===== config.mk =====
export PLATFORM = sky130hd
export DESIGN_NAME = mem_port_arbiter
export DESIGN_NICKNAME = d
export VERILOG_FILES = /design/src/rtl/mem_port_arbiter.sv
export SDC_FILE = /design/constraint.sdc
export NUM_CORES = 1
export LEC_CHECK = 0
export CAP_MARGIN = 0
export CORE_UTILIZATION = 30
export CTS_BUF_LIST = sky130_fd_sc_hd__clkbuf_2
export CTS_CLUSTER_DIAMETER = 100
export CTS_CLUSTER_SIZE = 16
export DETAILED_ROUTE_END_ITERATION = 12
export DONT_BUFFER_PORTS = 1
export PLACE_DENSITY = 0.47
export SLEW_MARGIN = 20
export SYNTH_ARGS = -nofsm -noshare
export SYNTH_HDL_FRONTEND = slang
export SYNTH_SLANG_ARGS = --single-unit

===== constraint.sdc =====
create_clock -name clk -period 1.7 [get_ports clk]
set_input_delay 0.255 -clock clk [delete_from_list [all_inputs] [get_ports clk]]
set_output_delay 0.255 -clock clk [all_outputs]
set_load 0.005 [all_outputs]

===== src/rtl/mem_port_arbiter.sv =====
`default_nettype none
// ============================================================================
//  Module      : mem_port_arbiter
//  Description : Shares one fixed-latency memory port between the CPU's
//                instruction-fetch and data (load/store) requesters. Data
//                has priority; a starvation counter forces a fetch grant
//                after STARVE_MAX consecutive data grants.
//  Revision    : 1.0 - initial release
// ============================================================================
module mem_port_arbiter #(
  parameter int ADDR_W     = 10,
  parameter int DATA_W     = 32,
  parameter int MEM_LAT    = 1,
  parameter int STARVE_MAX = 4
) (
  input  logic              clk,
  input  logic              rst,
  // instruction fetch requester
  input  logic              if_req,
  input  logic [ADDR_W-1:0] if_addr,
  output logic              if_gnt,
  output logic              if_rvalid,
  output logic [DATA_W-1:0] if_rdata,
  // data requester
  input  logic              d_req,
  input  logic              d_we,
  input  logic [ADDR_W-1:0] d_addr,
  input  logic [DATA_W-1:0] d_wdata,
  output logic              d_gnt,
  output logic              d_rvalid,
  output logic [DATA_W-1:0] d_rdata,
  // memory port
  output logic              mem_en,
  output logic              mem_we,
  output logic [ADDR_W-1:0] mem_addr,
  output logic [DATA_W-1:0] mem_wdata,
  input  logic [DATA_W-1:0] mem_rdata,
  output logic              busy
);

  localparam logic [1:0] c_st_idle  = 2'd0;
  localparam logic [1:0] c_st_issue = 2'd1;
  localparam logic [1:0] c_st_wait  = 2'd2;
  localparam logic [1:0] c_st_resp  = 2'd3;

  // WAIT lasts MEM_LAT-1 cycles; zero means ISSUE goes straight to RESP
  localparam logic [2:0] c_wait_load  = 3'(MEM_LAT - 1);
  localparam logic [3:0] c_starve_max = 4'(STARVE_MAX);

  logic [1:0]        r_state;
  logic [1:0]        w_next_state;
  logic              r_win_d;      // current transaction belongs to data
  logic [3:0]        r_starve;
  logic [2:0]        r_wait_cnt;
  logic              r_mem_en;
  logic              r_mem_we;
  logic [ADDR_W-1:0] r_mem_addr;
  logic [DATA_W-1:0] r_mem_wdata;

  logic              w_arb_slot;
  logic              w_launch;
  logic              w_pick_data;

  // Arbitration only happens in IDLE and RESP; the starved fetch beats data
  assign w_arb_slot  = (r_state == c_st_idle) || (r_state == c_st_resp);
  assign w_launch    = w_arb_slot && (if_req || d_req);
  assign w_pick_data = d_req && !(if_req && (r_starve == c_starve_max));

  // State register
  always_ff @(posedge clk) begin
    if (rst) begin
      r_state <= c_st_idle;
    end else begin
      r_state <= w_next_state;
    end
  end

  // Next-state logic
  always_comb begin
    w_next_state = r_state;
    case (r_state)
      c_st_idle: begin
        if (w_launch) w_next_state = c_st_issue;
      end
      c_st_issue: begin
        if (r_mem_we)                     w_next_state = c_st_idle;
        else if (c_wait_load != 3'd0)     w_next_state = c_st_wait;
        else                              w_next_state = c_st_resp;
      end
      c_st_wait: begin
        if (r_wait_cnt == 3'd1) w_next_state = c_st_resp;
      end
      c_st_resp: begin
        w_next_state = w_launch ? c_st_issue : c_st_idle;
      end
      default: w_next_state = c_st_idle;
    endcase
  end

  // Winner latch, registered memory strobes, wait and starvation counters
  always_ff @(posedge clk) begin
    if (rst) begin
      r_win_d     <= 1'b0;
      r_starve    <= 4'd0;
      r_wait_cnt  <= 3'd0;
      r_mem_en    <= 1'b0;
      r_mem_we    <= 1'b0;
      r_mem_addr  <= '0;
      r_mem_wdata <= '0;
    end else begin
      r_mem_en <= w_launch;
      r_mem_we <= w_launch && w_pick_data && d_we;
      if (w_launch) begin
        r_win_d     <= w_pick_data;
        r_mem_addr  <= w_pick_data ? d_addr : if_addr;
        r_mem_wdata <= w_pick_data ? d_wdata : '0;
      end
      if (r_state == c_st_issue) begin
        r_wait_cnt <= c_wait_load;
        // a data grant with fetch waiting counts towards starvation
        if (r_win_d && if_req) begin
          if (r_starve != c_starve_max) r_starve <= r_starve + 4'd1;
        end else begin
          r_starve <= 4'd0;
        end
      end else if (r_state == c_st_wait) begin
        r_wait_cnt <= r_wait_cnt - 3'd1;
      end
    end
  end

  // Grant, response and status outputs decoded from the state
  always_comb begin
    if_gnt    = 1'b0;
    d_gnt     = 1'b0;
    if_rvalid = 1'b0;
    d_rvalid  = 1'b0;
    if_rdata  = '0;
    d_rdata   = '0;
    case (r_state)
      c_st_issue: begin
        if_gnt = !r_win_d;
        d_gnt  = r_win_d;
      end
      c_st_resp: begin
        if (r_win_d) begin
          d_rvalid = 1'b1;
          d_rdata  = mem_rdata;
        end else begin
          if_rvalid = 1'b1;
          if_rdata  = mem_rdata;
        end
      end
      default: ;
    endcase
    busy = (r_state != c_st_idle);
  end

  assign mem_en    = r_mem_en;
  assign mem_we    = r_mem_we;
  assign mem_addr  = r_mem_addr;
  assign mem_wdata = r_mem_wdata;

endmodule
`default_nettype wire


Yosys cells after proc, flatten, opt, wreduce, memory -nomap -nowiden
Cells that the tools add are included.

Flip-flop bits (word level): 54. Input bits: 89. Output and inout bits: 113. Word-level logic and storage cells: 53.

Add/sub/neg operators: 2. Equal/unequal tests: 9. Muxes and demuxes: 19. Reduce and logical (&&, ||, !) cells: 15.

Operators by type and width (count): 32-bit two-way mux (5); 10-bit two-way mux (1); 4-bit two-way mux (2); 2-bit case mux with 4 select lines (1); 1-bit two-way mux (7); 1-bit logical AND (6); 2-bit two-way mux (3); 4-bit by 1-bit adder with 4-bit output, second input constant (1); 2-bit == test, second input constant (2); 4-bit by 3-bit == test with 1-bit output, second input constant (1); 2-bit != test, second input constant (2); 4-bit by 3-bit != test with 1-bit output, second input constant (1); 2-bit AND reduction (2); 3-bit by 1-bit == test with 1-bit output, second input constant (1); 3-bit by 1-bit subtractor with 3-bit output, second input constant (1); 2-bit by 1-bit == test with 1-bit output, second input constant (1); 1-bit zero test (2); 2-bit zero test (1); 1-bit logical OR (2); 2-bit by 1-bit != test with 1-bit output, second input constant (1); 2-bit nonzero test (1); 2-bit OR reduction (1).

Logic depth before layout (Yosys ltp)
Gate-level depths: netlist of run 1.

Depth in word-level cells: 6. Gate-level depth with buffers: 6. Gate-level depth less buffers: 5.

Worst setup path before layout of run 1
Ideal clock, no wire load.

Kind: register to register. Start point: reg r_state[0]. End point: reg r_mem_wdata[10], in the netlist mem_wdata[10]. Setup time: 59 ps. Data arrival time: 1495 ps. Data required time: 1641 ps. Setup slack: 146 ps. Cell stages (with the launch flop): 6. Buffers on the path: 1. Cell sequence: dfxtp_1 -> inv_1 -> ha_1 -> nor4_4 -> buf_6 -> a22o_1.

Cells in the longest elaborated chain, start to end: 3.

RTL lines: start, declared (RTL line 50) `logic [1:0] r_state;`; start signal, assigned (RTL line 72) `r_state <= c_st_idle;`; start signal, assigned (RTL line 74) `r_state <= w_next_state;`; 2-bit == test or 2-bit zero test (tied branches) (RTL line 65) `assign w_arb_slot = (r_state == c_st_idle) || (r_state == c_st_resp);`; 1-bit logical OR * (RTL line 65); 1-bit logical AND * (RTL line 66) `assign w_launch = w_arb_slot && (if_req || d_req);`; end signal, assigned (RTL line 116) `r_mem_wdata <= w_pick_data ? d_wdata : '0;`; end, declared (RTL line 58) `logic [DATA_W-1:0] r_mem_wdata;`.

Mark *: on every way between the ends. The rest lies on a longest branch, timed or not. A chain may end at the register's enable or synchronous reset.

==> metrics.txt, run 1 <==
first-pass GRT wire length ~11 mm; Synth cell types 38; WP data required approximately 1400 ps; clock share of power a little over an eighth; nature of the critical path startpoint flop; peak supply drop about 0.42 mV; final setup TNS -6200 ps; Int Pwr 2470 uW; Area Overhead vs Synth 43.5%; Post-Route WL roughly 7.7 mm; max-slew violations 0; pwr/cell area 1020 nW/um^2; final worst setup slack -158 ps; Tmin final 1860 ps; Detail Route Antenna Nets 0; Initial Util 31.4%; Hold EP r_starve[2]$_SDFFE_PP0P_; syn_area_per_cell roughly 9.3 sq um; violated checks negative setup slack; Max FO, Critical Path 8; vias per cell approximately 5.3; post-synthesis sequential area ratio between 40 and 50%; clk root buf clkbuf_2; Clock Tree Buf Depth 2; Power Total approximately 3800 uW; Wirelength per Cell between 15 and 20 um; antenna violations before repair 0; Setup CP Type reg2out; Reg-to-Reg End mem_wdata[23]$_SDFFE_PP0N_; share of cells above drive strength 1 between 20% and 30%; Synth Instances about 280; endpoints failing setup 67; largest net degree at the start of global routing 35; FP Rows 33; CP Capture Type primary output; Die H 95.2 um; Die X 95.2 um; Layout Skew between 20 and 30 ps; Clock transition at path regs ~280 ps; fillers approximately 750; Hold Crit Class in2reg; RSZ-0062 raised after global routing true; Mapped Area approximately 2600 sq um; run status finished, violations left; post-synthesis net count between 300 and 400; io pins 202; CTS buffer count 5; Max transition margin 41.1%; Reg-to-Reg Start r_starve[1]$_SDFFE_PP0P_; drt first pass iters 4; Fin. Hold Viols 0; Layout Nets approximately 440; max-cap violations 0; total clock sinks 54; dpl hpwl ~4.5 mm; Comb pwr share between 40 and 50%; via count roughly 2400; hold depth 3; Flop pwr share ~46%; Core ar. 8300 sq um; arrival time at the worst endpoint roughly 1600 ps; PortBufs 0; Sw Share 35.4%; gp weighted congestion approximately 0.77; clock latency on the worst-skew pair 450 ps; antenna diode count 0; worst slew pin tran between 800 and 900 ps; R2R Setup Slk 60 ps; vias in the first global route 2261; Fmax roughly 0.54 GHz; Leak around 0.0016 uW; initial drt markers 67; gr usage total between 10% and 20%; CTS tree done; Yosys reg bits 54; Post-DP Area 2720 sq um; Max H-tree Level 2; Residual DRC 0; Synthesis Warnings 0; NetSw between 1000 and 1500 uW; Period Utilization, post-route 109%; gr ovfl total 0; Die Footprint between 9000 and 10000 sq um; Final Instance Area approximately 3700 sq um; Hold Crit Start if_req; Reg2Reg Depth 7
[cells in the mapped netlist, drive strengths merged]
library cell | number | area (sq um)
nor2 | 14 | 52.6
nor4 | 1 | 21.3
o21ba | 1 | 10.0
inv | 9 | 33.8
a21o | 1 | 7.51
and4b | 2 | 23.8
nand2b | 5 | 31.3
nand3b | 1 | 7.51
clkbuf | 17 | 63.8
a21oi | 1 | 5.00
nand3 | 11 | 55.1
nand4 | 1 | 6.26
o21a | 1 | 7.51
xnor2 | 1 | 8.76
a311oi | 10 | 87.6
dfxtp | 54 | 1080
nor2b | 3 | 18.8
a2111oi | 2 | 17.5
ha | 8 | 100
a31oi | 1 | 6.26
buf | 9 | 70.1
nor3 | 2 | 10.0
and3 | 33 | 206
and2 | 36 | 225
a221oi | 1 | 8.76
xor2 | 1 | 8.76
a211oi | 2 | 15.0
o21ai | 10 | 50.1
mux2i | 1 | 10.0
o31ai | 2 | 15.0
o21bai | 1 | 7.51
a22o | 33 | 289
a211o | 1 | 8.76
nand2 | 2 | 7.51
a31o | 1 | 8.76
nand4b | 2 | 17.5
[per-layer routing]
metal | up-vias | GRT usage, % | part of all wire [%]
li1 | 1139 | - | -
met2 | 108 | 27.5 | 51
met3 | 10 | 3.59 | 5.3
met4 | 0 | 4.92 | 1.2
met1 | 1141 | 18.5 | 42
met5 | - | 0 | 0
[cells by family (layout without fill, tap and decap cells)]
group	count (synthesis)	count (layout)	share of synthesized area, %
flops	54	54	41.5
fa+ha+maj	8	8	3.84
buf+inv	35	100	6.44
simple gates	113	113	26.2
xor+xnor	2	2	0.673
mux	1	1	0.384
compound gates	68	68	20.9
[stage by stage]
stage	worst slack, ps	hold slack, ps	util [%]	cells
floorplan	146	377	-	281
global placement	94.6	330	32.7	370
detailed placement	79.0	331	32.7	370
CTS	-168	48.8	43.1	445
global route	-242	48.3	45.0	451
finish	-158	72.9	45.0	451
[area by class of cell]
cell class	instances	area (sq um)	share of cell area [%]
multi-input cells	192	1520	40.6
flip-flops and latches	54	1090	29.1
repair buffers	83	925	24.7
well taps	105	131	3.52
inverters	9	36.3	0.971
clock buffers	5	25.0	0.670
clock inverters	3	16.3	0.435
[critical path: stages (launching register included)]
cell	delay [ps]
dfxtp_2	420
ha_4	140
nor2b_4	150
buf_12	140
clkbuf_16	150
and2_4	140
[registers in the layout, summed over array words and instances (netlist names), named ones only]
| name | count |
|---|---|
| mem_wdata | 32 |
| r_state | 1 |
| mem_addr | 10 |
| r_win_d | 1 |
| r_starve | 4 |
| mem_en | 1 |
| mem_we | 1 |
| r_wait_cnt | 3 |
[power by group through the flow]
stage	logic, uW	registers [uW]	clock network [uW]
4_1_cts	1440	1770	531
6_report	1560	1770	500
3_5_place_dp	1080	1780	0
3_3_place_gp	1070	1790	0
5_1_grt	1720	1810	587
2_1_floorplan	823	1730	0
[worst max path at each step]
stage                            start  slack, ps                    endpoint
6_report                          flop       -160                if_rdata[25]
5_1_grt                           flop       -240                if_rdata[20]
4_1_cts        r_state[0]$_SDFFE_PP0P_       -170                if_rdata[27]
3_5_place_dp                      flop         80     r_state[0]$_SDFFE_PP0P_
3_3_place_gp                      flop         90     r_state[0]$_SDFFE_PP0P_
2_1_floorplan  r_state[0]$_SDFFE_PP0P_        150  mem_wdata[10]$_SDFFE_PP0N_
[timing repair]
item	CTS	global route
hold buffers	56	0
buffers inserted	8	4
gates resized for setup	38	26
endpoints found under the hold margin	53	0
gates cloned	3	2
setup endpoints to repair	68	112
pin swaps	9	30
[layout by cell type, fill, tap and decap left out, types with 2 or more instances in the layout]
cell	n
buf_16	2
clkinv_1	2
clkbuf_2	5
nor3_1	2
dlygate4sd3_1	56
a22o_1	33
a311oi_1	10
buf_4	15
dfxtp_1	50
nor2_1	13
nand2b_1	5
inv_1	7
o31ai_1	2
nand4b_1	2
and2_1	4
ha_4	3
a211oi_1	2
ha_1	4
a2111oi_2	2
clkbuf_16	2
dfxtp_2	4
and3_1	33
nand2_1	2
nor2b_4	2
o21ai_0	10
nand3_1	11
buf_12	6
and2_4	32
Power figures use the tool's default switching activity.
==> inputs of run 2 (changes only) <==
--- a/config.mk
+++ b/config.mk
@@ -12,7 +12,7 @@
 export CTS_CLUSTER_SIZE = 16
 export DETAILED_ROUTE_END_ITERATION = 12
 export DONT_BUFFER_PORTS = 1
-export PLACE_DENSITY = 0.47
+export RECOVER_POWER = 50
 export SLEW_MARGIN = 20
 export SYNTH_ARGS = -nofsm -noshare
 export SYNTH_HDL_FRONTEND = slang
==> run 2 against run 1 <==
- the flow still finishes with violations (negative setup slack)
- utilization up 1.4 points
- routed wire length is 17% higher
- via count up 3.4%
- cell count is the same
- critical endpoint is now mem_wdata[3]$_SDFFE_PP0N_
==> metrics.txt, run 2 (synthesis gave the netlist of run 1 again) <==
run status finished, violations left; violated checks negative setup slack; most frequent cells in the layout dlygate4sd3_1 (57), dfxtp_1 (50), and2_1 (34), a22o_1 (33), and3_4 (27); drt first pass iters 4; RSZ-0062 raised after global routing true; WP data required 2090 ps; final worst setup slack -112 ps; via count 2480; largest net degree at the start of global routing 34; Max transition margin between 30% and 40%; initial drt markers just under 80; Final Instance Area about 3900 sq um; Fin. Hold Viols 0; endpoints failing setup 100; Clock transition at path regs roughly 240 ps; worst slew pin tran 897 ps; met3 usage 3.99%; Post-Route WL around 9 mm; hold depth 2; io pins 202; gr usage total between 10% and 20%; nature of the critical path startpoint flop; vias in the first global route 2217; Tmin final 1810 ps; Die H 95.2 um; share of cells above drive strength 1 around a quarter; Fin Hold WS 86.3 ps; Wirelength per Cell between 15 and 20 um; met1 usage roughly 17%; max reg flops 32; Die X between 90 and 100 um; vias per cell 5.50; Max H-tree Level 2; PortBufs 0; CTS buffer count 5; Area Overhead vs Synth 48.0%; pwr/cell area 1080 nW/um^2; R2R Setup Slk -110 ps; CTS tree done; Initial Util between 30% and 40%; gp weighted congestion around 0.75; max-cap violations 0; Hold Crit Class in2reg; Max FO, Critical Path 8; Layout Nets approximately 440; Leak 0.00151 uW; Hold Crit Start rst; dpl cells ~370; Fmax 0.552 GHz; Reg2Reg Depth 8; antenna diode count 0; peak supply drop 0.724 mV; antenna violations before repair 0; Detail Route Antenna Nets 0; CP Capture Type flop; clock latency on the worst-skew pair between 400 and 500 ps; clk root buf clkbuf_2; total clock sinks 54; gr ovfl total 0; Setup CP Type reg2reg; worst slack at placement -9.89 ps; arrival time at the worst endpoint approximately 2200 ps; dpl hpwl 5.37 mm; Hold EP r_win_d$_SDFFE_PP0N_; Layout Skew between 20 and 30 ps; max-slew violations 0; commonest non-fill, non-tap cell in the layout dlygate4sd3_1; GR peak layer met2; Reg-to-Reg End mem_wdata[3]$_SDFFE_PP0N_; Period Utilization, post-route 107%; Power Total 4140 uW; first-pass GRT wire length about 11 mm; Die Footprint 9060 sq um; Core ar. about 8300 sq um; Layout Cells excl Fill roughly 450; FP Rows 33; GRT met2 Usage 32.4%; Clock Tree Buf Depth 2; Residual DRC 0; Post-DP Area 2730 sq um
run 2: changes by cell type in the layout (fill, tap and decap cells not counted), moves of 6 or more:
cell,before,now
buf_4,15,9
and2_4,32,2
and3_1,33,6
buf_6,1,7
and3_4,0,27
and2_1,4,34
run 2: routing by layer:
| metal | vias up | share of wire, % | wire length (um) |
|---|---|---|---|
| met5 | - | 0 | 0 |
| met2 | 157 | 57 | 5090 |
| met4 | 0 | 0.59 | 53 |
| met3 | 4 | 7.2 | 650 |
| li1 | 1138 | - | - |
| met1 | 1181 | 35 | 3180 |
run 2: how the worst max path moves through the flow:
stage,end,slack (ps),cells after the start
floorplan,mem_wdata[10]$_SDFFE_PP0N_,150,5
global placement,r_state[0]$_SDFFE_PP0P_,50,5
detailed placement,mem_addr[2]$_SDFFE_PP0N_,-10,6
CTS,if_rdata[23],-70,4
global route,if_rdata[3],-180,4
finish,mem_wdata[3]$_SDFFE_PP0N_,-110,8
run 2: what timing repair did:
item                       CTS  global route
resized for setup           20            46
gates cloned                 0             6
setup endpoints to repair   73           112
hold endpoints to repair    53             1
pin swaps                    0             9
setup buffers                3             6
hold buffers                55             2
run 2: final cells by class:
cell class | instances | area, sq um
multi-input cells | 192 | 1600
clock inverters | 1 | 30.0
inverters | 9 | 36.3
clock buffers | 7 | 35.0
fillers | 733 | 4450
flip-flops and latches | 54 | 1090
well taps | 105 | 131
repair buffers | 83 | 932
run 2: critical path, cell delays in order (launching register included):
cell and delay (ps):
dfxtp_4 420, buf_4 120, inv_4 40, ha_4 250, o21ba_4 170, buf_4 140
nor2_4 260, clkbuf_16 220, a22o_1 130
run 2: power by group:
part | switching, uW | internal [uW]
sequential | 251 | 1560
clock | 382 | 261
combinational | 800 | 895
total | 1430 | 2710
run 2: metrics by stage:
step | utilization, % | setup TNS [ps]
after global placement | 32.9 | 0
after floorplan | - | 0
final | 46.4 | -4670
after global routing | 46.4 | -14050
after detailed placement | 32.9 | -13.8
after CTS | 41.6 | -3530
